==> src/rtl/uart_rx_pkg.sv <==
// Shared types and constants for the UART receive frame engine.
package uart_rx_pkg;

  typedef enum logic [2:0] {
    IDLE,
    START,
    DATA,
    PARITY,
    STOP
  } rx_state_t;

  localparam logic PAR_EVEN = 1'b0;
  localparam logic PAR_ODD  = 1'b1;

  localparam int PRESC_8  = 8;
  localparam int PRESC_16 = 16;
  localparam int PRESC_32 = 32;

endpackage

==> src/rtl/uart_rx_frame_bit_sampler.sv <==
// Per-bit edge counter and 3-sample majority voter centred on the bit middle.
module rx_bit_sampler #(
  parameter int PRESC_W = 6
) (
  input  logic               clk,
  input  logic               rst,
  input  logic               RX_IN,
  input  logic               enable,
  input  logic [PRESC_W-1:0] prescale,
  output logic               sampled_bit,
  output logic               bit_done
);

  localparam logic [PRESC_W-1:0] ONE = PRESC_W'(1);

  logic [PRESC_W-1:0] edge_cnt;
  logic [PRESC_W-1:0] half;
  logic [PRESC_W-1:0] last;
  logic [1:0]         ones;
  logic [1:0]         ones_next;

  assign half      = prescale >> 1;
  assign last      = prescale - ONE;
  assign ones_next = ones + {1'b0, RX_IN};
  assign bit_done  = enable && (edge_cnt == last);

  always_ff @(posedge clk) begin
    if (rst) begin
      edge_cnt    <= '0;
      ones        <= '0;
      sampled_bit <= 1'b0;
    end else if (!enable) begin
      edge_cnt <= '0;
      ones     <= '0;
    end else begin
      edge_cnt <= (edge_cnt == last) ? '0 : edge_cnt + ONE;
      if (edge_cnt == half - ONE) begin
        ones <= {1'b0, RX_IN};
      end else if (edge_cnt == half) begin
        ones <= ones_next;
      end else if (edge_cnt == half + ONE) begin
        // two or more ones out of three samples
        sampled_bit <= ones_next[1];
      end
    end
  end

endmodule

==> src/rtl/uart_rx_frame.sv <==
// UART receive frame engine: start detect, LSB-first deserialise, parity and stop check.
// state  | meaning
// IDLE   | line idle, settings tracked, waiting for RX_IN low
// START  | validating start bit (majority 1 = glitch, back to IDLE)
// DATA   | shifting in DATA_W data bits
// PARITY | checking the parity bit
// STOP   | checking the stop bit and issuing the result pulse
module uart_rx_frame
  import uart_rx_pkg::*;
#(
  parameter int DATA_W  = 8,
  parameter int PRESC_W = 6
) (
  input  logic               clk,
  input  logic               rst,
  input  logic               RX_IN,
  input  logic [PRESC_W-1:0] prescale,
  input  logic               par_en,
  input  logic               par_typ,
  output logic [DATA_W-1:0]  P_DATA,
  output logic               data_valid,
  output logic               par_err,
  output logic               stp_err
);

  rx_state_t          state, next_state;
  logic [PRESC_W-1:0] presc_q;
  logic               par_en_q, par_typ_q;
  logic [DATA_W-1:0]  shift_q, shift_d, pdata_d;
  logic [3:0]         bit_cnt, bit_cnt_d;
  logic               perr, perr_d;
  logic               dv_d, pe_d, se_d;
  logic               sampled_bit, bit_done;
  logic               presc_ok, exp_par;

  rx_bit_sampler #(.PRESC_W(PRESC_W)) u_sampler (
    .clk        (clk),
    .rst        (rst),
    .RX_IN      (RX_IN),
    .enable     (state != IDLE),
    .prescale   (presc_q),
    .sampled_bit(sampled_bit),
    .bit_done   (bit_done)
  );

  // Illegal ratios never leave IDLE, so a bad prescale cannot wedge the FSM.
  assign presc_ok = (prescale == PRESC_W'(PRESC_8))  ||
                    (prescale == PRESC_W'(PRESC_16)) ||
                    (prescale == PRESC_W'(PRESC_32));
  assign exp_par  = (par_typ_q == PAR_EVEN) ? ^shift_q : ~^shift_q;

  always_comb begin
    next_state = state;
    shift_d    = shift_q;
    bit_cnt_d  = bit_cnt;
    perr_d     = perr;
    pdata_d    = P_DATA;
    dv_d       = 1'b0;
    pe_d       = 1'b0;
    se_d       = 1'b0;
    case (state)
      IDLE: begin
        if (!RX_IN && presc_ok) begin
          next_state = START;
          bit_cnt_d  = '0;
          perr_d     = 1'b0;
        end
      end
      START: begin
        if (bit_done) next_state = sampled_bit ? IDLE : DATA;
      end
      DATA: begin
        if (bit_done) begin
          shift_d   = {sampled_bit, shift_q[DATA_W-1:1]};
          bit_cnt_d = bit_cnt + 4'd1;
          if (bit_cnt == 4'(DATA_W - 1)) next_state = par_en_q ? PARITY : STOP;
        end
      end
      PARITY: begin
        if (bit_done) begin
          if (sampled_bit != exp_par) perr_d = 1'b1;
          next_state = STOP;
        end
      end
      STOP: begin
        if (bit_done) begin
          next_state = IDLE;
          if (!sampled_bit) begin
            se_d = 1'b1;
          end else if (perr) begin
            pe_d = 1'b1;
          end else begin
            dv_d    = 1'b1;
            pdata_d = shift_q;
          end
        end
      end
      default: next_state = IDLE;
    endcase
  end

  always_ff @(posedge clk) begin
    if (rst) begin
      state      <= IDLE;
      shift_q    <= '0;
      bit_cnt    <= '0;
      perr       <= 1'b0;
      P_DATA     <= '0;
      data_valid <= 1'b0;
      par_err    <= 1'b0;
      stp_err    <= 1'b0;
      presc_q    <= '0;
      par_en_q   <= 1'b0;
      par_typ_q  <= 1'b0;
    end else begin
      state      <= next_state;
      shift_q    <= shift_d;
      bit_cnt    <= bit_cnt_d;
      perr       <= perr_d;
      P_DATA     <= pdata_d;
      data_valid <= dv_d;
      par_err    <= pe_d;
      stp_err    <= se_d;
      if (state == IDLE) begin
        presc_q   <= prescale;
        par_en_q  <= par_en;
        par_typ_q <= par_typ;
      end
    end
  end

endmodule

==> config.mk <==
export PLATFORM = sky130hd
export DESIGN_NAME = uart_rx_frame
export DESIGN_NICKNAME = d
export VERILOG_FILES = /design/src/rtl/uart_rx_pkg.sv /design/src/rtl/uart_rx_frame_bit_sampler.sv /design/src/rtl/uart_rx_frame.sv
export SDC_FILE = /design/constraint.sdc
export NUM_CORES = 1
export LEC_CHECK = 0
export BUFFER_PORTS_ARGS = -buffer_cell sky130_fd_sc_hd__buf_2
export CAP_MARGIN = 0
export CORE_ASPECT_RATIO = 0.75
export CORE_UTILIZATION = 40
export CTS_CLUSTER_DIAMETER = 80
export DETAILED_ROUTE_END_ITERATION = 12
export GPL_TIMING_DRIVEN = 0
export PLACE_DENSITY = 0.63
export RECOVER_POWER = 25
export SYNTH_ARGS = -nofsm -noshare
export SYNTH_HDL_FRONTEND = slang
export SYNTH_HIERARCHICAL = 1
export SYNTH_SLANG_ARGS = --single-unit
==> constraint.sdc <==
create_clock -name clk -period 2.52 [get_ports clk]
set_input_delay 0.252 -clock clk [delete_from_list [all_inputs] [get_ports clk]]
set_output_delay 0.252 -clock clk [all_outputs]
set_load 0.03 [all_outputs]
* Word-level counts from Yosys, hierarchy flattened *
Cells that the tools add are included.

storage, ports and cells
  flip-flop bits (word level) = 44
  logic and storage cells = 93

operators by class
  bitwise gates (word level) = 7
  add/subtract/negate cells = 6
  equal/unequal tests = 20
  reductions and logical operators = 23
  muxes and demuxes = 22

operator list
  operator                                                             count
  3-bit two-way mux                                                    7
  6-bit == test                                                        3
  3-bit one-hot mux with 5 select lines                                1
  2-bit != test (second input constant)                                7
  4-bit AND reduction                                                  3
  1-bit two-way mux                                                    9
  3-bit OR reduction                                                   3
  4-bit two-way mux                                                    2
  4-bit one-hot mux with 2 select lines                                1
  8-bit XNOR reduction                                                 1
  8-bit parity                                                         1
  1-bit inverter                                                       7
  5-bit by 1-bit adder with 6-bit output (second input constant)       1
  6-bit by 1-bit adder with 6-bit output (second input constant)       1
  3-bit by 2-bit == test with 1-bit output (second input constant)     2
  6-bit by 4-bit == test with 1-bit output (second input constant)     1
  6-bit by 5-bit == test with 1-bit output                             1
  6-bit by 5-bit == test with 1-bit output (second input constant)     1
  6-bit == test (second input constant)                                1
  6-bit AND reduction                                                  1
  2-bit nonzero test                                                   3
  5-bit by 1-bit subtractor with 6-bit output (second input constant)  1
  6-bit by 1-bit subtractor with 6-bit output (second input constant)  1
  4-bit by 1-bit adder with 4-bit output (second input constant)       1
  other kinds (16)                                                     18

* Logic depth before layout (Yosys ltp) *
  depth in word-level cells = 6
  mapped depth = 14
  gate-level depth less buffers = 11

* Modules after synthesis *
The synthesis kept the hierarchy.

modules (own cells, without submodules)
  module          cells an instance  instances  area an instance (um^2)
  uart_rx_frame   174                1          1486.4
  rx_bit_sampler  117                1          973.4

* Worst setup path after synthesis *
Ideal clock, no wire load.

  kind = register -> register
  start point = register presc_q[1]
  end point = register P_DATA[0]
  path slack = -0.282 ns
  period minus slack after synthesis = 2.802 ns
  setup time = 0.128 ns
  stages on the path, launching flop included = 14
  data arrival time = 2.674 ns
  buffers on the path = 2
  cell sequence = dfxtp_1 -> buf_6 -> inv_1 -> ha_1 -> a21boi_2 -> mux2i_1 -> mux2i_1 -> o21ai_1 -> and3_1 -> clkbuf_1 -> nand2_1 -> nor3_4 -> mux2i_1 -> nor2_1

on the way
  longest elaborated chain between the ends = 4

ends and longest elaborated chain
  element                                      line                             text
  start: declaration                           uart_rx_frame.sv:27              logic [PRESC_W-1:0] presc_q;
  start signal: assignment                     uart_rx_frame.sv:125             presc_q <= prescale;
  6-bit by 1-bit subtractor with 6-bit output  uart_rx_frame_bit_sampler.sv:23  assign last = prescale - ONE;
  6-bit == test                                uart_rx_frame_bit_sampler.sv:25  assign bit_done = enable && (edge_cnt == last);
  1-bit logical AND                            uart_rx_frame_bit_sampler.sv:25
  named net bit_done                           uart_rx_frame.sv:33              logic sampled_bit, bit_done;
  4-bit AND reduction (no source line)         --
  end signal: assignment                       uart_rx_frame.sv:120             P_DATA <= pdata_d;
  end: declaration                             uart_rx_frame.sv:20              output logic [DATA_W-1:0] P_DATA,

The timed path passes the listed nets, and every way through them passes these cells.
A chain may end at the register's enable or synchronous reset.

* Final worst setup path *
  start point = register presc_q[1]
  end point = register P_DATA[2]

Same word-level chain as after synthesis.

==> insert_results.sql <==
INSERT INTO impl_metrics (metric_group, metric, value, unit) VALUES
('final_layout', 'post_route_cells_drive_above_1_share', '21.32', '%'),
('logic_synthesis', 'synth_async_sr_flop_share', '0', '%'),
('clock_network', 'clock_tree_from_tritoncts', 'done', ''),
('route', 'drc_errors', '0', ''),
('grt', 'global_route_wire_length_before_repair', '9515', 'um'),
('route', 'post_drt_wl_per_cell', '13.72', 'um'),
('critical_path', 'worstPathBufferInverterCount', '3', ''),
('die', 'die_area', '0.006471', 'sq mm'),
('logic_synthesis', 'yosys_most_used_dff', 'sky130_fd_sc_hd__dfxtp_1', ''),
('logic_synthesis', 'synth.ff_latch_count', '44', ''),
('logic_synthesis', 'synth.yosys.warnings', '6', ''),
('die', 'io_pins', '22', ''),
('logic_synthesis', 'synth_area_per_cell', '8.453', 'sq um'),
('die', 'die_h', '69.92', 'um'),
('placed_design', 'globalplace.congestion', '0.8246', ''),
('sta', 'slew-limit-headroom', '62.36', '%'),
('final_layout', 'most-common-layout-cells', 'sky130_fd_sc_hd__nand2_1 (51), sky130_fd_sc_hd__dfxtp_1 (41), sky130_fd_sc_hd__a21oi_1 (24)', ''),
('logic_synthesis', 'synth_cell_types', '55', ''),
('final_layout', 'leading_cell_type_in_the_layout_fill_and_taps_excluded', 'sky130_fd_sc_hd__nand2_1', ''),
('die', 'placeableCoreArea', '0.005886', 'sq mm'),
('route', 'avgViaCountPerCell', '5.180', ''),
('route', 'drtAntennaViolNets', '0', ''),
('sta', 'final.setup.tns', '0', 'ns'),
('placed_design', 'detailedPlacementHpwl', '4021', 'um'),
('pwr', 'power_leakage', '1.146', 'nW'),
('clock_network', 'clock_latency', '0.30', 'ns'),
('logic_synthesis', 'netlist_area', '0.002460', 'sq mm'),
('critical_path', 'path_cells', 'inv_8 -> ha_4 -> a21boi_4 -> mux2i_1 -> mux2i_1 -> o21ai_2 -> and3_1 -> clkbuf_8 -> nand2_4 -> nor3_4 -> buf_12 -> mux2i_1 -> nor2_1', ''),
('die', 'start_util', '41.79', '%'),
('critical_path', 'critical-path-max-stage-delay', '0.38', 'ns'),
('sta', 'worst_pin_slew', '0.5645', 'ns'),
('logic_synthesis', 'fraction_of_the_yosys_area_taken_by_sequential_cells', '35.81', '%'),
('final_layout', 'final_nets', '350', ''),
('logic_synthesis', 'synth_top_area_share', '35.81', '%'),
('critical_path', 'critical-path-top-cell-by-count', 'sky130_fd_sc_hd__mux2i_1', ''),
('critical_path', 'crit_fanout', '7', ''),
('run', 'total_of_max_cap_violations', '0', ''),
('clock_network', 'num_cts_buffers', '5', ''),
('clock_network', 'cts.reportedPaths.clkPinSlew', '0.09', 'ns'),
('sta', 'timing.final.ws_setup', '0.08458', 'ns'),
('pwr', 'total_power', '1.454', 'mW'),
('final_layout', 'area_delta_synth_final', '22.99', '%'),
('clock_network', 'cts_root_buf', 'sky130_fd_sc_hd__clkbuf_8', ''),
('route', 'dr.pass1.iters', '4', ''),
('sta', 'timing.fmax', '0.4106', 'GHz'),
('grt', 'grt_overflow', '0', ''),
('clock_network', 'postCtsHoldBufs', '0', ''),
('clock_network', 'clock_tree.htree_level_count', '2', ''),
('sta', 'final.min_clock_period', '2.435', 'ns'),
('critical_path', 'critPathKind', 'reg -> reg', ''),
('placed_design', 'buffer_ports.inserted', '21', ''),
('grt', 'maximum_number_of_pins_on_one_net_before_global_route_repair', '15', ''),
('die', 'fp-row-count', '24', ''),
('route', 'initial_drt_markers', '117', ''),
('die', 'die_width', '92.55', 'um'),
('route', 'vias', '2129', ''),
('sta', 'fin_worst_skew', '0.01347', 'ns'),
('critical_path', 'arrival', '2.61', 'ns'),
('clock_network', 'cts.path.max_buffers', '2', ''),
('final_layout', 'number_of_inserted_diodes', '0', ''),
('grt', 'first_global_vias', '1981', ''),
('critical_path', 'critical_path_launch_point_type', 'register', ''),
('final_layout', 'fillers', '579', ''),
('sta', 'timing.final.hold_violations', '0', ''),
('logic_synthesis', 'synth_area_leader_cell', 'sky130_fd_sc_hd__dfxtp_1', ''),
('outcome', 'outcome', 'completed', ''),
('sta', 'grt_setup_unrepaired', 'true', ''),
('sta', 'setup_viol', '0', ''),
('clock_network', 'cts.sinks', '44', ''),
('grt', 'initial_antenna_violation_count', '0', ''),
('pwr', 'pwr_density_cell', '480.7', 'mW/mm^2');
==> cell type report <==
type / instances / area (sq um) / share of cell area (%)
repair buffers: 36 / 229.0 / 7.568
multi-input cells: 223 / 1559 / 51.53
clock buffers: 6 / 82.58 / 2.730
well taps: 78 / 97.59 / 3.226
flip-flops and latches: 44 / 892.1 / 29.49
clock inverters: 2 / 38.79 / 1.282
plain buffers: 16 / 91.34 / 3.019
inverters: 6 / 35.03 / 1.158
==> metal layers <==
layer | share of wire [%] | global-route usage (%) | wire, um
met3 | 4.0 | 4.357 | 225
met4 | 0.87 | 4.167 | 49
met5 | 0 | 0 | 0
met1 | 54 | 28.11 | 3070
met2 | 41 | 26.83 | 2292
==> worst reg2reg max path, stage by stage, from the launching register on <==
cell	delay, ns
sky130_fd_sc_hd__dfxtp_4	0.38
sky130_fd_sc_hd__inv_8	0.08
sky130_fd_sc_hd__ha_4	0.14
sky130_fd_sc_hd__a21boi_4	0.21
sky130_fd_sc_hd__mux2i_1	0.20
sky130_fd_sc_hd__mux2i_1	0.10
sky130_fd_sc_hd__o21ai_2	0.19
sky130_fd_sc_hd__and3_1	0.19
sky130_fd_sc_hd__clkbuf_8	0.15
sky130_fd_sc_hd__nand2_4	0.06
sky130_fd_sc_hd__nor3_4	0.24
sky130_fd_sc_hd__buf_12	0.16
sky130_fd_sc_hd__mux2i_1	0.18
sky130_fd_sc_hd__nor2_1	0.07
==> metrics by stage <==
step / cell area (sq um) / hold WS [ns] / utilization (%) / instances
6_report: 3025 / 0.1880 / 51.40 / 411
5_1_grt: 3025 / 0.1863 / 51.40 / 411
3_5_place_dp: 2751 / 0.4602 / 46.75 / 390
3_3_place_gp: 2751 / 0.4520 / 46.75 / 390
4_1_cts: 2975 / 0.1800 / 50.55 / 406
2_1_floorplan: 2549 / 0.3305 / - / 291
==> Yosys cell counts (4+ instances only) <==
master and count:
sky130_fd_sc_hd__mux2i_1 10, sky130_fd_sc_hd__o21ai_0 6, sky130_fd_sc_hd__nand3_1 11, sky130_fd_sc_hd__xnor2_1 17
sky130_fd_sc_hd__inv_1 5, sky130_fd_sc_hd__nor4_1 4, sky130_fd_sc_hd__nand2_1 52, sky130_fd_sc_hd__ha_1 7
sky130_fd_sc_hd__dfxtp_1 44, sky130_fd_sc_hd__nor2_1 21, sky130_fd_sc_hd__nand2b_1 4, sky130_fd_sc_hd__clkbuf_1 10
sky130_fd_sc_hd__xor2_1 11, sky130_fd_sc_hd__a21oi_1 25, sky130_fd_sc_hd__nand4_1 4
==> logic make-up (layout without fill, tap and decap cells) <==
logic type / Yosys count / in the layout / synth area share [%]
flops: 44 / 44 / 35.81
xor+xnor: 30 / 30 / 12.00
simple gates: 122 / 122 / 25.48
fa+ha+maj: 7 / 7 / 3.560
mux: 11 / 11 / 4.680
compound gates: 53 / 53 / 13.73
buf+inv: 24 / 66 / 4.730
==> registers in the layout, indices dropped and copies added, names as in the netlist <==
signal                 count
stp_err                    1
par_typ_q                  1
u_sampler/sampled_bit      1
data_valid                 1
presc_q                    6
bit_cnt                    4
P_DATA                     8
par_en_q                   1
shift_q                    8
perr                       1
u_sampler/edge_cnt         6
state                      3
par_err                    1
u_sampler/ones             2
==> where the power goes <==
group	leakage, nW	internal [mW]	switching (mW)
clock network	0.0614	0.324	0.248
registers	0.358	0.702	0.0142
logic	0.726	0.0758	0.0895
==> repair_timing <==
item,in CTS,in global routing
pin swaps,5,8
hold endpoints to repair,0,0
resized for setup,8,7
setup buffers,9,6
gates cloned,0,0
setup endpoints to repair,20,10
==> worst paths after layout <==
path,cells past startpoint,startpoint,to,slack [ns]
min reg2reg,2,presc_q[4],presc_q[4],0.48
max,13,presc_q[1],P_DATA[2],0.08
max reg2reg,13,presc_q[1],P_DATA[2],0.08
min,3,par_en,par_en_q,0.19
No activity file was read; power rests on OpenSTA's default activity.
